File: config.mk
export PLATFORM = sky130hd
export DESIGN_NAME = conv5x5_serial_mac
export DESIGN_NICKNAME = d
export VERILOG_FILES = /design/src/rtl/conv_pkg.sv /design/src/rtl/conv_mac_core.sv /design/src/rtl/conv5x5_serial_mac.sv
export SDC_FILE = /design/constraint.sdc
export NUM_CORES = 1
export LEC_CHECK = 0
export ABC_AREA = 1
export BUFFER_PORTS_ARGS = -buffer_cell sky130_fd_sc_hd__buf_2
export CAP_MARGIN = 25
export CORE_AREA = 8 8 329 331
export CTS_CLUSTER_DIAMETER = 50
export CTS_CLUSTER_SIZE = 10
export DETAILED_ROUTE_END_ITERATION = 7
export DIE_AREA = 0 0 337 339
export SYNTH_ARGS = -nofsm -noshare
export SYNTH_HDL_FRONTEND = slang
export SYNTH_SLANG_ARGS = --single-unit
export TNS_END_PERCENT = 20
File: constraint.sdc
create_clock -name iCLK -period 23 [get_ports iCLK]
set_clock_uncertainty 0.05 [all_clocks]
set_input_delay 3.45 -clock iCLK [delete_from_list [all_inputs] [get_ports iCLK]]
set_output_delay 3.45 -clock iCLK [all_outputs]
set_load 0.1 [all_outputs]
File: src/rtl/conv_pkg.sv
// rtl/conv_pkg.sv - shared constants and FSM state type for the 5x5 serial convolution MAC
package conv_pkg;

    localparam int TAPS  = 25;
    localparam int W_W   = 32;
    localparam int PIX_W = 8;
    localparam int ACC_W = 48;
    localparam int IDX_W = 5;
    localparam int PROD_W = W_W + PIX_W + 1;

    localparam logic [IDX_W-1:0] LAST_IDX = IDX_W'(TAPS - 1);

    typedef enum logic [1:0] {
        IDLE  = 2'd0,
        ACCUM = 2'd1,
        OUT   = 2'd2
    } convState_t;

endpackage

File: src/rtl/conv_mac_core.sv
// rtl/conv_mac_core.sv - tap mux, signed weight x unsigned pixel multiply, wrapping accumulator
module conv_mac_core
    import conv_pkg::*;
(
    input  logic                  iCLK,
    input  logic                  iRST,
    input  logic [TAPS*W_W-1:0]   iWeights,
    input  logic [PIX_W-1:0]      iPixel,
    input  logic [IDX_W-1:0]      iIdx,
    input  logic                  iLoad,
    input  logic                  iAdd,
    input  logic                  iClear,
    output logic [ACC_W-1:0]      oSum
);

    logic signed [W_W-1:0]    tapWeight;
    logic signed [PIX_W:0]    pixSigned;
    logic signed [PROD_W-1:0] product;
    logic [ACC_W-1:0]         productExt;
    logic [ACC_W-1:0]         acc;

    always_comb begin
        tapWeight = '0;
        for (int k = 0; k < TAPS; k++) begin
            if (iIdx == IDX_W'(k)) begin
                tapWeight = iWeights[k*W_W +: W_W];
            end
        end
    end

    // Zero-extend the pixel by one bit so the signed multiply treats it as non-negative.
    assign pixSigned  = {1'b0, iPixel};
    assign product    = tapWeight * pixSigned;
    assign productExt = {{(ACC_W-PROD_W){product[PROD_W-1]}}, product};

    // The first beat of a window starts from the product alone, discarding the stale sum.
    assign oSum = iLoad ? productExt : (acc + productExt);

    always_ff @(posedge iCLK) begin
        if (iRST || iClear) begin
            acc <= '0;
        end else if (iLoad || iAdd) begin
            acc <= oSum;
        end
    end

endmodule

File: src/rtl/conv5x5_serial_mac.sv
// rtl/conv5x5_serial_mac.sv - 5x5 window serial MAC with valid/ready in/out; CONV_RELU_EN clamps negative results to zero
module conv5x5_serial_mac
    import conv_pkg::*;
(
    input  logic                  iCLK,
    input  logic                  iRST,
    input  logic [TAPS*W_W-1:0]   iWeights,
    input  logic                  iFlush,
    input  logic                  iPixValid,
    input  logic [PIX_W-1:0]      iPixel,
    output logic                  oPixReady,
    output logic                  oValid,
    output logic [ACC_W-1:0]      oResult,
    input  logic                  iReady,
    output logic                  oBusy
);

    convState_t       state;
    logic [IDX_W-1:0] idx;
    logic             beat;
    logic [ACC_W-1:0] sum;
    logic [ACC_W-1:0] resultNext;

    assign oPixReady = !iRST && (state != OUT);
    assign oBusy     = (state != IDLE);
    assign beat      = iPixValid && oPixReady;

    conv_mac_core uCore (
        .iCLK     (iCLK),
        .iRST     (iRST),
        .iWeights (iWeights),
        .iPixel   (iPixel),
        .iIdx     (idx),
        .iLoad    (beat && (state == IDLE) && !iFlush),
        .iAdd     (beat && (state == ACCUM) && !iFlush),
        .iClear   (iFlush),
        .oSum     (sum)
    );

`ifdef CONV_RELU_EN
    assign resultNext = sum[ACC_W-1] ? '0 : sum;
`else
    assign resultNext = sum;
`endif

    always_ff @(posedge iCLK) begin
        if (iRST) begin
            state   <= IDLE;
            idx     <= '0;
            oValid  <= 1'b0;
            oResult <= '0;
        end else if (iFlush) begin
            // Flush wins over a coincident beat or handshake; oResult keeps its last value.
            state  <= IDLE;
            idx    <= '0;
            oValid <= 1'b0;
        end else begin
            case (state)
                IDLE: begin
                    if (beat) begin
                        idx   <= idx + 1'b1;
                        state <= ACCUM;
                    end
                end
                ACCUM: begin
                    if (beat) begin
                        if (idx == LAST_IDX) begin
                            idx     <= '0;
                            oValid  <= 1'b1;
                            oResult <= resultNext;
                            state   <= OUT;
                        end else begin
                            idx <= idx + 1'b1;
                        end
                    end
                end
                OUT: begin
                    if (iReady) begin
                        oValid <= 1'b0;
                        state  <= IDLE;
                    end
                end
                default: begin
                    state  <= IDLE;
                    idx    <= '0;
                    oValid <= 1'b0;
                end
            endcase
        end
    end

endmodule
After elaboration in Yosys (flattened, before gate mapping)

Cells that the tools add are included.

Flip-flop bits (word level): 104
Bits in latches: 0
Memory bits (writable): 0
Bits in read-only memories: 0
Input bits: 813
Output and inout bits: 51
Word-level logic and storage cells: 99
Memories: 0

$add $sub $neg: 2
Multiply operators: 1
Div/mod/pow operators: 0
$lt $le $gt $ge: 0
Equality and inequality tests: 31
Shift-type cells: 0
Mux-type cells: 39
Bitwise gates (word level): 3
Reduce and logical (&&, ||, !) cells: 18

Operators with widths:

| operator              | number |
|---|---|
| $mux W32              | 25 |
| $add A48 B48 Y48      | 1 |
| $mux W48              | 1 |
| $eq A5 B5 Y1 const B  | 9 |
| $mul A32 B9 Y41       | 1 |
| $eq A5 B4 Y1 const B  | 8 |
| $eq A5 B3 Y1 const B  | 4 |
| $mux W5               | 3 |
| $pmux W5 S3           | 1 |
| $reduce_and A4 Y1     | 3 |
| $eq A5 B2 Y1 const B  | 2 |
| $mux W2               | 4 |
| $ne A2 B2 Y1 const B  | 4 |
| $logic_and A1 B1 Y1   | 6 |
| $pmux W2 S3           | 1 |
| $add A5 B1 Y5 const B | 1 |
| $eq A5 B1 Y1 const B  | 1 |
| $logic_not A5 Y1      | 1 |
| $mux W1               | 3 |
| $not A1 Y1            | 3 |
| $pmux W1 S3           | 1 |
| $reduce_and A3 Y1     | 1 |
| $eq A2 B1 Y1 const B  | 1 |
| $eq A2 B2 Y1 const B  | 1 |
| 6 further kinds       | 8 |

Depth between registers and ports, before layout

Gate-level depths: netlist (run 1).

Word-level depth: 29
Depth in mapped cells: 75
Mapped depth without buffers: 74

By module

From an unflattened synthesis (run 1), not the netlist that was laid out.

Cell total of the unflattened synthesis: 3832
Area, all modules: 22778.1 um2

By module, submodules not included:

| module             | times used | cells an instance | area each (um2) |
|---|---|---|---|
| conv_mac_core      | 1          | 3442              | 20191.9 |
| conv5x5_serial_mac | 1          | 390               | 2586.2 |

Worst setup path before layout (run 1)

OpenSTA, ideal clock, no wires.

Path type: in2reg
Start: input iWeights[69]
End: register oResult[41]
Library setup time: 0.118 ns
Arrival time: 10.972 ns
Required time: 22.832 ns
Setup slack: 11.860 ns
Stages: 65
Buffers on the path: 0
Path through: o21ai_0 > inv_1 > nand2_1 > nand3_1 > nand2_1 > nand2_1 > nand2_1 > nand3_1 > nand2_1 > nand3_1 > nand3_1 > nand3_1 > nand2_1 > nand3_1 > nand3_1 > nand3_1 > nand3_1 > nand3_1 > [... 29 more ...] > ha_1 > a21oi_1 > inv_1 > a21oi_1 > o211ai_1 > a21oi_1 > o21a_1 > inv_1 > a21oi_1 > inv_1 > nand2_1 > nand2_1 > a21o_1 > or2_2 > nand3_1 > nand3_1 > o211ai_1 > inv_1

Word-level cells in the longest chain between the ends: 26

Ends and longest elaborated chain:

| element                   | RTL line                 | source |
|---|---|---|
| start, declared           | conv5x5_serial_mac.sv:7  | `input logic [TAPS*W_W-1:0] iWeights,` |
| $mux W32 * (23 in series) | conv_mac_core.sv:25      | `if (iIdx == IDX_W'(k)) begin` |
| $mul A32 B9 Y41 *         | conv_mac_core.sv:33      | `assign product = tapWeight * pixSigned;` |
| $add A48 B48 Y48          | conv_mac_core.sv:37      | `assign oSum = iLoad ? productExt : (acc + productExt);` |
| $mux W48 *                | conv_mac_core.sv:37      |  |
| end signal, assigned      | conv5x5_serial_mac.sv:70 | `oResult <= resultNext;` |
| end, declared             | conv5x5_serial_mac.sv:13 | `output logic [ACC_W-1:0] oResult,` |

Mark *: on every way between the ends. The rest lies on a longest branch, timed or not.
A chain may end at the register's enable or synchronous reset.

Worst setup path after layout (run 1)

Start: input iWeights[69]
End: register oResult[42]

Same word-level chain as after synthesis.

==> results of run 1 <==
==> critical path, delay by kind of cell <==
family	cells	cell delay (ns)
and+or+nand+nor	41	4.90
adders and majority gates	6	2.72
buffers and inverters	7	0.43
xor gates and xnor gates	1	0.11
AOI/OAI and AO/OA	13	2.01
==> cells by family (layout without fill, tap and decap cells) <==
kind of cell,after synthesis,after routing,share of synthesized area (%)
flops,104,104,8.31
fa+ha+maj,334,334,22.6
other cells,0,23,0
compound gates,506,506,11.1
xor+xnor,49,49,1.71
mux,2,2,0.0799
buf+inv,922,1648,14.5
simple gates,2316,2316,41.7
==> through the flow <==
stage	utilization (%)	total power [W]	hold WS, ns	cells	area, um^2
detailed placement	29.7	0.00316	0.447	6322	30600
finish	30.2	0.00336	0.465	6362	31000
global route	30.1	0.00375	0.483	6356	31000
floorplan	-	0.00229	0.421	4233	25100
CTS	30.1	0.00337	0.470	6338	30900
global placement	29.7	0.00313	0.436	6322	30600
==> layout make-up <==
cell class / instances / area [um^2] / share of cell area, %
antenna: 23 / 57.6 / 0.185
clock buffer: 10 / 239 / 0.770
clock inverter: 6 / 115 / 0.371
multi-input combinational: 3207 / 19400 / 62.5
tap: 1380 / 1730 / 5.56
inverter: 717 / 2700 / 8.69
sequential: 104 / 2080 / 6.71
timing repair buffer: 915 / 4730 / 15.2
==> per-layer routing <==
| layer | GRT usage, % | vias to the layer above |
|---|---|---|
| li1 | - | 14600 |
| met3 | 6.00 | 210 |
| met1 | 29.7 | 14200 |
| met5 | 0 | - |
| met2 | 40.9 | 1428 |
| met4 | 7.47 | 20 |
==> state kept, by name, indices dropped and copies added (netlist names) <==
register	count
oResult	48
state	2
uCore.acc	48
idx	5
oValid	1
==> power by group <==
part | switching (W) | internal [W] | total (W) | leakage (nW)
logic | 0.00197 | 0.00102 | 0.00298 | 16.2
registers | 0.00000252 | 0.000184 | 0.000186 | 0.840
clock network | 0.0000800 | 0.000110 | 0.000190 | 0.175
total | 0.00205 | 0.00131 | 0.00336 | 17.3
==> cell usage in the layout (no fill, tap or decap), drive strengths merged, types with 4 or more instances in the layout <==
cell    netlist  final
diode         0     23
ha          135    135
nand2      1174   1174
a211oi        4      4
nor3          8      8
dfxtp       104    104
fa          199    199
o211ai       37     37
buf          73    915
xor2         29     29
o21a          7      7
a22oi         7      7
nand4        23     23
nand3       552    552
xnor2        20     20
clkinv        5      8
or2         186    186
inv         712    712
a21oi       167    167
o21ai       262    262
nor2        362    362
clkbuf      132     10
a31oi         8      8
==> worst max-delay path by stage <==
stage / depth (start not counted) / end / startpoint
final: 68 / oResult[42] / iWeights[69]
after global routing: 68 / oResult[42] / iWeights[69]
after CTS: 68 / oResult[42] / iWeights[69]
after detailed placement: 68 / oResult[42] / iWeights[69]
after global placement: 65 / oResult[47] / iWeights[49]
after floorplan: 65 / oResult[41] / iWeights[69]
==> impl_metrics.tcl, run 1 <==
set metrics [dict create \
    min_to "oResult[42]" \
    ys_seq_area_share_pct 8.31 \
    wl_um 145000 \
    cts_max_level 3 \
    avgSynthCellArea_um2 5.92 \
    yosysMostFrequentCell "nand2_1" \
    grt_use_total_pct 24.1 \
    overflow 0 \
    drtIter0Drc 2450 \
    avgRoutedWirePerCell_um 22.7 \
    fin_nets 6101 \
    first_pass_iters 6 \
    initial_core_util_pct 24.3 \
    crit_required_ns 23.21 \
    cts.repair.resized 0 \
    syn_nets 5380 \
    relSlewSlack_pct 37.9 \
    grt_pass1_vias 30500 \
    vias 30500 \
    worstHoldPathType "reg2reg" \
    r2r_setup_slack_ns 11.08 \
    layout_setup_ws_ns 9.59 \
    die_area_um2 114000 \
    place_ws_ns 9.37 \
    synth_cells 4233 \
    yosys.area.top_type "nand2_1" \
    ir_worst_vdd_mv 0.103 \
    met3_wirelength_um 13700 \
    cp.arrival_ns 13.62 \
    antenna_left 0 \
    clock-sinks 104 \
    synth_edf_count 0 \
    numCtsBuffers 9 \
    fillCellCount 11900 \
    synth_area_leaders "nand2_1 17%, fa_1 16%, nand3_1 11%" \
    endpoint_kind "register" \
    max_stage_delay_ns 0.55 \
    p_leak_nw 17.3 \
    post-route-period-util_pct 58.3 \
    finalMaxSlewViolations 0 \
    tns_ns 0 \
    power_density_nw_per_um2 108 \
    syn_area_um2 25100 \
    synthArstFlopShare_pct 0 \
    die_w_um 337 \
    finalHoldViolations 0 \
    post-cts-setup-buffer-count 0 \
    grt_pass1_wl_um 206000 \
    startpoint_type "primary input" \
    wl_met2_um 67400 \
    worstReg2RegEnd "oResult[42]" \
    tightestPinTransition_ns 0.929 \
    crit_path_frequent_cell "nand2_1" \
    min_period_ns 13.41 \
    drc 0 \
    area_growth_pct 23.9 \
    ys_warn_count 0 \
    place_congestion 1.02 \
    coreArea_um2 103000 \
    synth_top_area_share_pct 16.7 \
    hold_depth 2 \
    ys_top_cells_by_count "1112 x nand2_1, 695 x inv_1, 541 x nand3_1" \
    r2r_start "idx[1]" \
    clk_pin_slew_ns 0.07 \
    drt-met1-wl_um 58500 \
    run_status "finished, final reports clean" \
    rows 118 \
    cts-hold-fix-buffers 0 \
    cts_tree "done" \
    rsz0062_at_grt "no" \
    fmax_mhz 74.6 \
    clk_latency_ns 0.38 \
    drv_cap 0 \
    cp_max_fo 5 \
    yosys_register_bits 104 \
    chipHeight_um 339 \
    drive_above_1_share_pct 25.7 \
    io_pins 864 \
    grt_max_degree 65 \
    port_buffers 863 \
    highest_layer "met5" \
    hpwl_um 124000 \
    antenna_found_initial 39 \
    r2r_cells 66 \
    ys.flop_type "dfxtp_1" \
    finalSetupViolCount 0 \
    clockBufferDepth 2 \
    worstHoldStart "oResult[42]" \
    slowest_stage "fa_1" \
    worstSetupPathType "in2reg" \
    via_per_inst 4.79 \
    root_buffer "clkbuf_16" \
    synth_cell_types 60 \
]
No activity file was read; power rests on OpenSTA's default activity.
==> run 2, diff against run 1 <==
==> constraint.sdc (replaced) <==
create_clock -name iCLK -period 12.2 [get_ports iCLK]
set_clock_uncertainty 0.05 [all_clocks]
set_input_delay 1.83 -clock iCLK [delete_from_list [all_inputs] [get_ports iCLK]]
set_output_delay 1.83 -clock iCLK [all_outputs]
set_load 0.1 [all_outputs]
==> impl_metrics.tcl, run 2 (synthesized netlist as in run 1, its figures left out) <==
set metrics [dict create \
    via_per_inst 4.79 \
    min_to "oResult[33]" \
    drc 0 \
    r2r_cells 68 \
    min_period_ns 11.48 \
    grt_max_degree 64 \
    layout_common_cells "1111 x nand2_1, 863 x buf_2, 694 x inv_1" \
    finalSetupViolCount 0 \
    worstHoldPathType "reg2reg" \
    die_w_um 337 \
    place_congestion 1.04 \
    worstSetupPathType "reg2reg" \
    power_density_nw_per_um2 200 \
    p_leak_nw 17.4 \
    grt_pass1_vias 30600 \
    crit_path_frequent_cell "nand2_1" \
    vias 30700 \
    avgRoutedWirePerCell_um 22.9 \
    endpoint_kind "register" \
    die_area_um2 114000 \
    initial_core_util_pct 24.3 \
    port_buffers 863 \
    chipHeight_um 339 \
    p_switching_w 0.00382 \
    cts_max_level 3 \
    final_common_cell "nand2_1" \
    rsz0062_at_grt "no" \
    coreArea_um2 103000 \
    finalHoldViolations 0 \
    reg.largest.list "oResult: 48 flops, uCore.acc: 48 flops, idx: 5 flops" \
    post-route-period-util_pct 94.1 \
    finalMaxSlewViolations 0 \
    slowest_stage "fa_1" \
    drive_above_1_share_pct 26.4 \
    area_growth_pct 25.4 \
    clk_pin_slew_ns 0.08 \
    relSlewSlack_pct 33.8 \
    cts-hold-fix-buffers 0 \
    clockBufferDepth 2 \
    crit_required_ns 12.41 \
    r2r_start "idx[0]" \
    ir_worst_vdd_mv 0.163 \
    antenna_left 0 \
    tns_ns 0 \
    run_status "finished, final reports clean" \
    drv_cap 0 \
    worst-path-buf-inv 12 \
    place_inst 6354 \
    grt_pass1_wl_um 210000 \
    hold_depth 2 \
    drtIter0Drc 2551 \
    seq_power_share_pct 5.6 \
    worstHoldStart "oResult[33]" \
    switching_share_pct 60.9 \
    startpoint_type "register" \
    fin_nets 6137 \
    hpwl_um 127000 \
    comb_power_share_pct 89.4 \
    final_cells 6412 \
    cts_tree "done" \
    final_core_util_pct 30.5 \
    io_pins 864 \
    numCtsBuffers 9 \
    p_int_w 0.00245 \
    clock-sinks 104 \
    crit_family "simple AND/OR/NAND/NOR gates" \
    tightestPinTransition_ns 0.990 \
    worstReg2RegEnd "uCore.acc[47]" \
    p_clk_share_pct 5.0 \
    rows 118 \
    r2r_setup_slack_ns 0.72 \
    grt_use_total_pct 24.4 \
    fmax_mhz 87.1 \
    clk_latency_ns 0.36 \
    wl_um 147000 \
    antenna_found_initial 49 \
    cp.arrival_ns 11.68 \
    cp_max_fo 23 \
    overflow 0 \
    root_buffer "clkbuf_16" \
    first_pass_iters 5 \
    hold_ws_ns 0.453 \
    max_stage_delay_ns 0.57 \
]
==> run 2: cell types whose count changed in the layout (fill, tap and decap cells not counted), moves of 2 or more <==
cell | previous run | this run
buf_4 | 51 | 81
diode_2 | 23 | 37
buf_12 | 0 | 4
nand3_1 | 541 | 538
bufinv_16 | 3 | 1
nand3_2 | 10 | 12
o21ai_0 | 236 | 234
o21ai_1 | 22 | 24
==> run 2: power by group through the flow <==
stage / clock [W] / combinational [W] / sequential, W
2_1_floorplan: 0 / 0.00397 / 0.000358
3_3_place_gp: 0 / 0.00554 / 0.000359
3_5_place_dp: 0 / 0.00558 / 0.000359
4_1_cts: 0.000321 / 0.00561 / 0.000351
5_1_grt: 0.000330 / 0.00636 / 0.000351
6_report: 0.000312 / 0.00562 / 0.000351
==> run 2: stage by stage <==
step	power [W]	worst slack (ns)	area, um^2
after floorplan	0.00432	2.68	25100
after global placement	0.00589	0.175	30900
after detailed placement	0.00594	0.221	30900
after CTS	0.00628	0.606	31200
after global routing	0.00704	0.0176	31400
final	0.00628	0.723	31400
==> run 2: how the worst max path moves through the flow <==
stage | start | to | depth (start not counted)
after floorplan | iWeights[69] | oResult[41] | 65
after CTS | idx[0] | uCore.acc[47] | 70
final | idx[0] | uCore.acc[47] | 68
after global routing | idx[0] | uCore.acc[47] | 66
after detailed placement | iWeights[23] | uCore.acc[47] | 65
after global placement | iWeights[23] | oResult[47] | 65
==> run 2: area by class of cell <==
cell class / instances / area (um^2)
timing repair buffer: 951 / 5080
clock buffer: 10 / 239
inverter: 717 / 2700
fill: 11700 / 71500
sequential: 104 / 2080
multi-input combinational: 3207 / 19400
clock inverter: 6 / 67.6
tap: 1380 / 1730
antenna: 37 / 92.6
==> run 2: worst min-delay path, stage by stage, from the launching register on <==
cell      delay, ns
dfxtp_1        0.33
o211ai_1       0.09
inv_1          0.06
==> run 2: timing repair <==
| item | 4_1_cts | 5_1_grt |
|---|---|---|
| setup buffers | 0 | 3 |
| resized for setup | 0 | 10 |
| setup endpoints to repair | 0 | 20 |
==> run 2: layer usage <==
metal	part of all wire (%)	global-route usage, %
met1	42	31.2
met2	46	41.0
met3	8.6	4.82
met4	3.6	8.01
met5	0.063	0
